$ cat config.mk
export PLATFORM = sky130hd
export DESIGN_NAME = vector_mac_acc_gen_flat
export DESIGN_NICKNAME = d
export VERILOG_FILES = /design/src/rtl/vector_mac_acc_gen_if.sv /design/src/rtl/vector_mac_acc_gen.sv /design/src/flat_wrapper.sv
export SDC_FILE = /design/constraint.sdc
export NUM_CORES = 1
export LEC_CHECK = 0
export CAP_MARGIN = 20
export CORE_MARGIN = 4
export CORE_UTILIZATION = 35
export CTS_CLUSTER_DIAMETER = 30
export DETAILED_ROUTE_END_ITERATION = 8
export DONT_BUFFER_PORTS = 1
export PLACE_DENSITY_LB_ADDON = 0.1
export SYNTH_ARGS = -nofsm -noshare
export SYNTH_HDL_FRONTEND = slang
export SYNTH_SLANG_ARGS = --single-unit
$ cat constraint.sdc
create_clock -name clk -period 8.1 [get_ports clk]
set_input_delay 1.62 -clock clk [delete_from_list [all_inputs] [get_ports clk]]
set_output_delay 1.62 -clock clk [all_outputs]
set_load 0.02 [all_outputs]
$ cat src/rtl/vector_mac_acc_gen_if.sv
// Operand and result stream bundle for vector_mac_acc_gen.
// master = operand producer / result consumer, slave = the MAC block.
interface vector_mac_acc_gen_if #(
  parameter int LANES = 4,
  parameter int W_EL  = 8,
  parameter int W_ACC = 32
);
  logic                    in_valid;
  logic                    in_ready;
  logic [LANES*W_EL-1:0]   in_a;
  logic [LANES*W_EL-1:0]   in_b;
  logic                    out_valid;
  logic                    out_ready;
  logic [W_ACC-1:0]        out_data;
  logic                    out_ovf;

  modport master (
    output in_valid, in_a, in_b, out_ready,
    input  in_ready, out_valid, out_data, out_ovf
  );

  modport slave (
    input  in_valid, in_a, in_b, out_ready,
    output in_ready, out_valid, out_data, out_ovf
  );
endinterface

$ cat src/rtl/vector_mac_acc_gen.sv
// Parametrised LANES-wide multiply / lane-sum / frame-accumulate engine, 3-stage pipeline.
// Optional macro VMAC_SAT_EN selects saturating accumulation instead of wrap-around.
module vector_mac_acc_gen #(
  parameter int LANES = 4,
  parameter int W_EL  = 8,
  parameter int W_ACC = 32,
  parameter int W_CNT = 16
) (
  input  logic                   clk,
  input  logic                   rst,
  input  logic [W_CNT-1:0]       cfg_beats,
  input  logic                   cfg_signed,
  vector_mac_acc_gen_if.slave    bus,
  output logic                   busy
);

  localparam int P_W = 2*W_EL + 2;
  localparam int S_W = P_W + $clog2(LANES);
  // Wide enough that acc + lane sum never loses bits, so overflow is a range test.
  localparam int X_W = W_ACC + S_W;

  localparam logic [W_CNT-1:0] CNT_ONE = W_CNT'(1);
  localparam logic [W_ACC-1:0] ACC_MAX = {1'b0, {(W_ACC-1){1'b1}}};
  localparam logic [W_ACC-1:0] ACC_MIN = {1'b1, {(W_ACC-1){1'b0}}};

  typedef enum logic [1:0] {
    IDLE  = 2'd0,
    RUN   = 2'd1,
    DRAIN = 2'd2,
    HOLD  = 2'd3
  } state_t;

  function automatic logic signed [W_EL:0] ext_el(input logic [W_EL-1:0] e, input logic sgn);
    return {sgn & e[W_EL-1], e};
  endfunction

  state_t                 state_r;
  logic [W_CNT-1:0]       beats_lat_r;
  logic [W_CNT-1:0]       cnt_r;
  logic                   mode_lat_r;

  logic                   accept_s;
  logic                   mode_eff_s;
  logic                   first_beat_s;
  logic                   last_beat_s;
  logic [W_CNT-1:0]       beats_eff_s;

  logic signed [W_EL:0]   ea_s, eb_s;
  logic signed [P_W-1:0]  pa_s, pb_s;
  logic signed [P_W-1:0]  prod_s [LANES];

  logic                   s1_valid_r, s1_first_r, s1_last_r;
  logic signed [P_W-1:0]  s1_prod_r [LANES];

  logic signed [S_W-1:0]  lane_ext_s;
  logic signed [S_W-1:0]  sum_s;
  logic                   s2_valid_r, s2_first_r, s2_last_r;
  logic signed [S_W-1:0]  s2_sum_r;

  logic signed [X_W-1:0]  sum_w_s, acc_w_s, res_w_s;
  logic [S_W:0]           res_top_s;
  logic                   add_ovf_s;
  logic [W_ACC-1:0]       acc_next_s;
  logic signed [W_ACC-1:0] acc_r;
  logic                   ovf_acc_r;
  logic                   s3_done_r;

  // Beat acceptance, mode/first/last decode; cfg is only looked at in IDLE.
  always_comb begin
    accept_s    = bus.in_valid && bus.in_ready;
    beats_eff_s = (cfg_beats == {W_CNT{1'b0}}) ? CNT_ONE : cfg_beats;
    if (state_r == IDLE) begin
      mode_eff_s   = cfg_signed;
      first_beat_s = 1'b1;
      last_beat_s  = (beats_eff_s == CNT_ONE);
    end else begin
      mode_eff_s   = mode_lat_r;
      first_beat_s = 1'b0;
      last_beat_s  = ((cnt_r + CNT_ONE) == beats_lat_r);
    end
  end

  // Per-lane extension and product.
  always_comb begin
    ea_s = '0;
    eb_s = '0;
    pa_s = '0;
    pb_s = '0;
    for (int i = 0; i < LANES; i++) begin
      ea_s      = ext_el(bus.in_a[i*W_EL +: W_EL], mode_eff_s);
      eb_s      = ext_el(bus.in_b[i*W_EL +: W_EL], mode_eff_s);
      pa_s      = ea_s;
      pb_s      = eb_s;
      prod_s[i] = pa_s * pb_s;
    end
  end

  // S1: register products with frame position tags.
  always_ff @(posedge clk) begin
    if (rst) begin
      s1_valid_r <= 1'b0;
      s1_first_r <= 1'b0;
      s1_last_r  <= 1'b0;
      for (int i = 0; i < LANES; i++) s1_prod_r[i] <= '0;
    end else begin
      s1_valid_r <= accept_s;
      if (accept_s) begin
        s1_first_r <= first_beat_s;
        s1_last_r  <= last_beat_s;
        for (int i = 0; i < LANES; i++) s1_prod_r[i] <= prod_s[i];
      end
    end
  end

  // Lane reduction.
  always_comb begin
    sum_s      = '0;
    lane_ext_s = '0;
    for (int i = 0; i < LANES; i++) begin
      lane_ext_s = s1_prod_r[i];
      sum_s      = sum_s + lane_ext_s;
    end
  end

  // S2: register the lane sum.
  always_ff @(posedge clk) begin
    if (rst) begin
      s2_valid_r <= 1'b0;
      s2_first_r <= 1'b0;
      s2_last_r  <= 1'b0;
      s2_sum_r   <= '0;
    end else begin
      s2_valid_r <= s1_valid_r;
      if (s1_valid_r) begin
        s2_first_r <= s1_first_r;
        s2_last_r  <= s1_last_r;
        s2_sum_r   <= sum_s;
      end
    end
  end

  // Accumulate in a wide domain; overflow means the upper bits are not a pure sign extension.
  always_comb begin
    sum_w_s   = s2_sum_r;
    acc_w_s   = acc_r;
    if (s2_first_r) begin
      res_w_s = sum_w_s;
    end else begin
      res_w_s = acc_w_s + sum_w_s;
    end
    res_top_s = res_w_s[X_W-1:W_ACC-1];
    add_ovf_s = !((&res_top_s) || (~|res_top_s));
`ifdef VMAC_SAT_EN
    if (add_ovf_s) begin
      acc_next_s = res_w_s[X_W-1] ? ACC_MIN : ACC_MAX;
    end else begin
      acc_next_s = res_w_s[W_ACC-1:0];
    end
`else
    acc_next_s = res_w_s[W_ACC-1:0];
`endif
  end

  // S3: accumulator, sticky frame overflow and end-of-frame pulse.
  always_ff @(posedge clk) begin
    if (rst) begin
      acc_r     <= '0;
      ovf_acc_r <= 1'b0;
      s3_done_r <= 1'b0;
    end else begin
      s3_done_r <= s2_valid_r && s2_last_r;
      if (s2_valid_r) begin
        acc_r     <= acc_next_s;
        ovf_acc_r <= s2_first_r ? add_ovf_s : (ovf_acc_r | add_ovf_s);
      end
    end
  end

  // Frame control FSM with registered handshake outputs.
  always_ff @(posedge clk) begin
    if (rst) begin
      state_r       <= IDLE;
      beats_lat_r   <= '0;
      cnt_r         <= '0;
      mode_lat_r    <= 1'b0;
      bus.in_ready  <= 1'b1;
      bus.out_valid <= 1'b0;
      bus.out_data  <= '0;
      bus.out_ovf   <= 1'b0;
      busy          <= 1'b0;
    end else begin
      case (state_r)
        IDLE: begin
          if (accept_s) begin
            beats_lat_r <= beats_eff_s;
            mode_lat_r  <= cfg_signed;
            cnt_r       <= CNT_ONE;
            busy        <= 1'b1;
            if (last_beat_s) begin
              state_r      <= DRAIN;
              bus.in_ready <= 1'b0;
            end else begin
              state_r      <= RUN;
            end
          end
        end
        RUN: begin
          if (accept_s) begin
            cnt_r <= cnt_r + CNT_ONE;
            if (last_beat_s) begin
              state_r      <= DRAIN;
              bus.in_ready <= 1'b0;
            end
          end
        end
        DRAIN: begin
          if (s3_done_r) begin
            state_r       <= HOLD;
            bus.out_valid <= 1'b1;
            bus.out_data  <= acc_r;
            bus.out_ovf   <= ovf_acc_r;
          end
        end
        HOLD: begin
          if (bus.out_ready) begin
            state_r       <= IDLE;
            bus.out_valid <= 1'b0;
            bus.out_ovf   <= 1'b0;
            bus.in_ready  <= 1'b1;
            busy          <= 1'b0;
          end
        end
        default: begin
          state_r       <= IDLE;
          bus.in_ready  <= 1'b1;
          bus.out_valid <= 1'b0;
          bus.out_ovf   <= 1'b0;
          busy          <= 1'b0;
        end
      endcase
    end
  end

endmodule

$ cat src/flat_wrapper.sv
// flat-port wrapper written by rule: the top's interface ports become plain ports
module vector_mac_acc_gen_flat 
#(
  parameter int LANES = 4,
  parameter int W_EL  = 8,
  parameter int W_ACC = 32,
  parameter int W_CNT = 16
)
  (clk, rst, cfg_beats, cfg_signed, busy, bus_in_valid, bus_in_a, bus_in_b, bus_out_ready, bus_in_ready, bus_out_valid, bus_out_data, bus_out_ovf);
  vector_mac_acc_gen_if #(.LANES(LANES), .W_EL(W_EL), .W_ACC(W_ACC)) bus_i ();
  input  logic clk;
  input  logic rst;
  input  logic [W_CNT-1:0] cfg_beats;
  input  logic cfg_signed;
  output logic busy;
  input wire logic [$bits(bus_i.in_valid)-1:0] bus_in_valid;
  input wire logic [$bits(bus_i.in_a)-1:0] bus_in_a;
  input wire logic [$bits(bus_i.in_b)-1:0] bus_in_b;
  input wire logic [$bits(bus_i.out_ready)-1:0] bus_out_ready;
  output wire logic [$bits(bus_i.in_ready)-1:0] bus_in_ready;
  output wire logic [$bits(bus_i.out_valid)-1:0] bus_out_valid;
  output wire logic [$bits(bus_i.out_data)-1:0] bus_out_data;
  output wire logic [$bits(bus_i.out_ovf)-1:0] bus_out_ovf;
  assign bus_i.in_valid = bus_in_valid;
  assign bus_i.in_a = bus_in_a;
  assign bus_i.in_b = bus_in_b;
  assign bus_i.out_ready = bus_out_ready;
  assign bus_in_ready = bus_i.in_ready;
  assign bus_out_valid = bus_i.out_valid;
  assign bus_out_data = bus_i.out_data;
  assign bus_out_ovf = bus_i.out_ovf;
  vector_mac_acc_gen #(.LANES(LANES), .W_EL(W_EL), .W_ACC(W_ACC), .W_CNT(W_CNT)) u_core (.clk(clk), .rst(rst), .cfg_beats(cfg_beats), .cfg_signed(cfg_signed), .bus(bus_i), .busy(busy));
endmodule
Word-level counts from Yosys, hierarchy flattened
Memory sizes are Yosys's and may differ from the RTL's.
Index checks and enable logic that the tools add are counted.

operators by class
  bitwise logic cells = 13
  multiplexer cells = 36
  reductions and logical operators = 21
  $add $sub $neg = 5
  equality and inequality tests = 12
  multiply operators = 4

operator list
  operator                                                           number
  9-bit by 9-bit multiplier with 18-bit output                       4
  18-bit 2-to-1 mux                                                  4
  52-bit 2-to-1 mux                                                  1
  16-bit 2-to-1 mux                                                  3
  32-bit by 20-bit adder with 33-bit output                          1
  16-bit one-hot mux with 2 select lines                             1
  21-bit AND reduction                                               1
  21-bit OR reduction                                                1
  19-bit by 18-bit adder with 20-bit output                          1
  20-bit by 18-bit adder with 20-bit output                          1
  18-bit by 18-bit adder with 19-bit output                          1
  16-bit by 1-bit adder with 16-bit output (second input constant)   1
  16-bit by 1-bit == test with 1-bit output (second input constant)  1
  16-bit == test                                                     1
  16-bit logical NOT                                                 1
  1-bit 2-to-1 mux                                                   16
  2-bit 2-to-1 mux                                                   6
  2-bit by 1-bit != test with 1-bit output (second input constant)   6
  3-bit AND reduction                                                3
  1-bit bitwise AND                                                  8
  1-bit one-hot mux with 2 select lines                              4
  2-bit one-hot mux with 4 select lines                              1
  2-bit nonzero test                                                 4
  1-bit OR                                                           5
  other kinds (11)                                                   15

storage, ports and cells
  memories kept = 1
  flip-flop bits (word level) = 131
  bits in writable memories = 72
  output and inout port bits = 36
  logic and storage cells = 111
  bits of input ports = 85

memory list
  memory            depth  bits a word  read ports  clocked after memory_dff  write ports  RTL line                  source
  u_core.s1_prod_r  4      18           4           0                         4            vector_mac_acc_gen.sv:53  logic signed [P_W-1:0] s1_prod_r [LANES];

Depth between registers and ports, before layout
  word-level depth = 8
  depth in mapped cells = 23
  mapped depth without buffers = 21

Worst setup path before layout
OpenSTA, ideal clock, no wires.

  kind = in2reg
  start = input port cfg_signed
  end = memory u_core.s1_prod_r[0][51] (netlist name) (data pin)
  path slack = 1507 ps
  setup time = 266 ps
  stages on the path = 20
  required time = 7834 ps
  arrival time = 6327 ps
  path buffers = 1
  path through = mux2_2 clkbuf_1 nand2_1 or2_2 fa_1 fa_1 inv_1 fa_1 fa_1 inv_1 fa_1 inv_1 ha_1 a21oi_1 o21bai_1 a21oi_1 o21ai_0 a211oi_1 xor2_1 nor2_1

RTL lines
  item             RTL line                  source
  start, declared  flat_wrapper.sv:14        input logic cfg_signed;
  end, declared    vector_mac_acc_gen.sv:53

==> flow_metrics.tcl <==
set metrics [dict create \
    run_status "finished clean" \
    antenna_cells 0 \
    synth-edff-count 72 \
    peakVddDrop_v 0.0001985 \
    reg2regPathDepth 21 \
    ys_seq_area_share_pct 20.24 \
    path_buf_inv 3 \
    r2r-start "u_core.state_r[0]$_SDFFE_PP0P_" \
    syn_area_per_cell_um2 9.023 \
    ctsResizeCount 0 \
    worstPathArrival_ns 6.92 \
    ant_nets 0 \
    hold_viol 0 \
    io_buffers 0 \
    grt_pass1_wl_um 96680 \
    syn_nets 3231 \
    crit_family "adder cells" \
    dpl-instance-area_um2 24430 \
    setup_violations 0 \
    cp-end-kind "register" \
    tightest_slew_ns 1.053 \
    period_share_pct 81.89 \
    grt_max_degree 121 \
    first_global_vias 18650 \
    async_flop_share_pct 0 \
    crit_slowest_cell "fa_1" \
    start_kind "input port" \
    timing.max_cap.violations 0 \
    period_minus_slack_ns 6.633 \
    fin_tns_setup_ns 0 \
    core_area_um2 67040 \
    design_area_um2 26280 \
    worstPathRequired_ns 8.39 \
    worstHoldStart "u_core.mode_lat_r$_SDFFE_PP0P_" \
    cts_setup_buffers 0 \
    hold_ws_ns 0.4604 \
    clock-sinks 203 \
    vias_per_cell 4.942 \
    drive_above_1_share_pct 5.562 \
    yosysWarningCount 0 \
    gp_congestion 0.8387 \
    antenna_found_initial 0 \
    ios 121 \
    crit_path_cell_trace "mux2_2 > nand2_1 > or2_2 > fa_1 > fa_1 > inv_1 > fa_1 > fa_1 > inv_1 > fa_1 > inv_1 > ha_1 > a21oi_1 > o21bai_1 > a21oi_1 > o21ai_0 > a211oi_1 > xor2_1 > nor2_1" \
    gr-usage-all-layers_pct 16.47 \
    rows 95 \
    fin_nets 3196 \
    p_leak_nw 12.10 \
    syn2layout_area_growth_pct 11.17 \
    hold_buffers 0 \
    grt_setup_unrepaired "no" \
    power_density_nw_per_um2 389.6 \
    cts_root_buf "clkbuf_16" \
    htree_levels 2 \
    dp_hpwl_um 45640 \
    dr.pass1.iters 5 \
    start_util_pct 35.27 \
    max_stage_delay_ns 0.50 \
    fp.dieW_um 267.9 \
    synthFlopType "dfxtp_1" \
    grt.overflow.total 0 \
    synth_cells 2620 \
    cts.path.max_buffers 3 \
    slew_viol_final 0 \
    crit_fanout 16 \
    worstReg2RegEnd "u_core.s1_prod_r[0][51]$_SDFFCE_PN0P_" \
    synth_cell_type_count 84 \
    fp.dieH_um 267.9 \
    wirelength_um 57230 \
    cp_common_cell "fa_1" \
    first_iter_violations 797 \
    avgRoutedWirePerCell_um 16.36 \
    critPathKind "input port to register" \
    path_clk_slew_ns 0.05 \
    min_to "u_core.mode_lat_r$_SDFFE_PP0P_" \
    maxSlewHeadroom_pct 27.97 \
    synth_area_um2 23640 \
    vias 17290 \
    ys_seq_elements 203 \
    max_freq_mhz 150.8 \
    r2r_setup_slack_ns 1.53 \
    cts_tree "done" \
    fin_skew_ns 0.01553 \
    numCtsBuffers 50 \
    finalPower_mw 10.24 \
    min_path_type "register to register" \
    hold-path-cell-count 2 \
    drc 0 \
    clk_latency_ns 0.55 \
    die-area_um2 71770 \
]
## area by class of cell
| class | instances | area [um2] |
|---|---|---|
| inverters | 407 | 1528 |
| clock buffers | 58 | 1343 |
| flip-flops and latches | 203 | 4786 |
| well taps | 873 | 1092 |
| repair buffers | 13 | 121.4 |
| clock inverters | 34 | 479.2 |
| fillers | 6766 | 40760 |
| multi-input cells | 1910 | 16930 |
## power by group
part	switching (mW)	total, mW	internal (mW)
clock network	0.639	2.15	1.51
registers	0.159	1.47	1.31
logic	3.71	6.62	2.91
## layout by cell type (no fill, tap or decap), types with 17 or more instances in the layout
cell type / n
inv_1: 405
fa_1: 318
nand2_1: 308
ha_1: 208
nor2_1: 167
and2_1: 155
a21oi_1: 149
dfxtp_1: 130
xnor2_1: 82
edfxtp_1: 72
o21ai_0: 56
clkbuf_16: 51
and3_1: 49
xor2_1: 35
nor3_1: 31
or3_1: 28
nand3_1: 27
o211ai_1: 24
a21o_1: 22
mux2i_1: 17
o21bai_1: 17
## layer usage
| layer | track usage (%) | vias to the layer above | routed length, um |
|---|---|---|---|
| li1 | - | 8446 | - |
| met1 | 21.71 | 8556 | 25990 |
| met2 | 28.98 | 222 | 28420 |
| met3 | 1.996 | 64 | 1693 |
| met4 | 4.048 | 0 | 1124 |
| met5 | 0 | - | 0 |
## sequential cells by signal, summed over array words and instances (netlist names)
| register | flops |
|---|---|
| u_core.bus.out_data | 32 |
| u_core.s1_first_r | 1 |
| u_core.s1_last_r | 1 |
| u_core.bus.in_ready | 1 |
| u_core.acc_r | 32 |
| u_core.ovf_acc_r | 1 |
| u_core.s3_done_r | 1 |
| u_core.busy | 1 |
| u_core.beats_lat_r | 16 |
| u_core.s1_prod_r | 72 |
| u_core.s2_first_r | 1 |
| u_core.state_r | 2 |
| u_core.bus.out_ovf | 1 |
| u_core.s2_last_r | 1 |
| u_core.s2_valid_r | 1 |
| u_core.s1_valid_r | 1 |
| u_core.s2_sum_r | 20 |
| u_core.mode_lat_r | 1 |
| u_core.cnt_r | 16 |
| u_core.bus.out_valid | 1 |
## cells by family (layout without fill, tap and decap cells)
group,Yosys count,in the layout,synth area share (%)
xor gates and xnor gates,117,117,4.334
DFF,203,203,20.24
adders and majority gates,526,526,37.94
and+or+nand+nor,850,850,17.56
buffers and inverters,507,512,8.145
muxes,19,19,0.8150
AOI/OAI and AO/OA,398,398,10.97
## stage by stage
step | util, % | worst slack, ns | cells
5_1_grt | 39.20 | 1.040 | 3498
4_1_cts | 39.16 | 1.419 | 3497
2_1_floorplan | - | 1.507 | 2620
3_5_place_dp | 36.45 | 0.8250 | 3405
3_3_place_gp | 36.43 | 0.9564 | 3404
6_report | 39.20 | 1.467 | 3498
## worst max-delay path by stage
stage / from / end / slack, ns / cells past startpoint
global placement: cfg_signed / u_core.s1_prod_r[0][51]$_SDFFCE_PN0P_ / 0.96 / 19
finish: cfg_signed / u_core.s1_prod_r[0][51]$_SDFFCE_PN0P_ / 1.47 / 19
floorplan: cfg_signed / u_core.s1_prod_r[0][51]$_SDFFCE_PN0P_ / 1.51 / 20
global route: u_core.state_r[0]$_SDFFE_PP0P_ / u_core.s1_prod_r[0][17]$_SDFFCE_PN0P_ / 1.04 / 21
detailed placement: cfg_signed / u_core.s1_prod_r[0][51]$_SDFFCE_PN0P_ / 0.82 / 19
CTS: cfg_signed / u_core.s1_prod_r[0][53]$_SDFFCE_PN0P_ / 1.42 / 19
## cell usage after synthesis, types with 49 or more instances
master,count,share of area (%)
nor2_1,167,2.7
o21ai_0,57,1.2
xnor2_1,82,3.0
a21oi_1,149,3.2
nand2_1,309,4.9
clkbuf_1,86,1.4
and2_1,155,4.1
dfxtp_1,131,11
edfxtp_1,72,9.1
and3_1,49,1.3
inv_1,405,6.4
fa_1,318,27
ha_1,208,11
## worst min-delay path: cells and delay by family (launching register included)
kind | cells | cell delay (ns)
compound gates | 1 | 0.06
flops | 1 | 0.30
simple gates | 1 | 0.05
No activity file was read; power rests on OpenSTA's default activity.
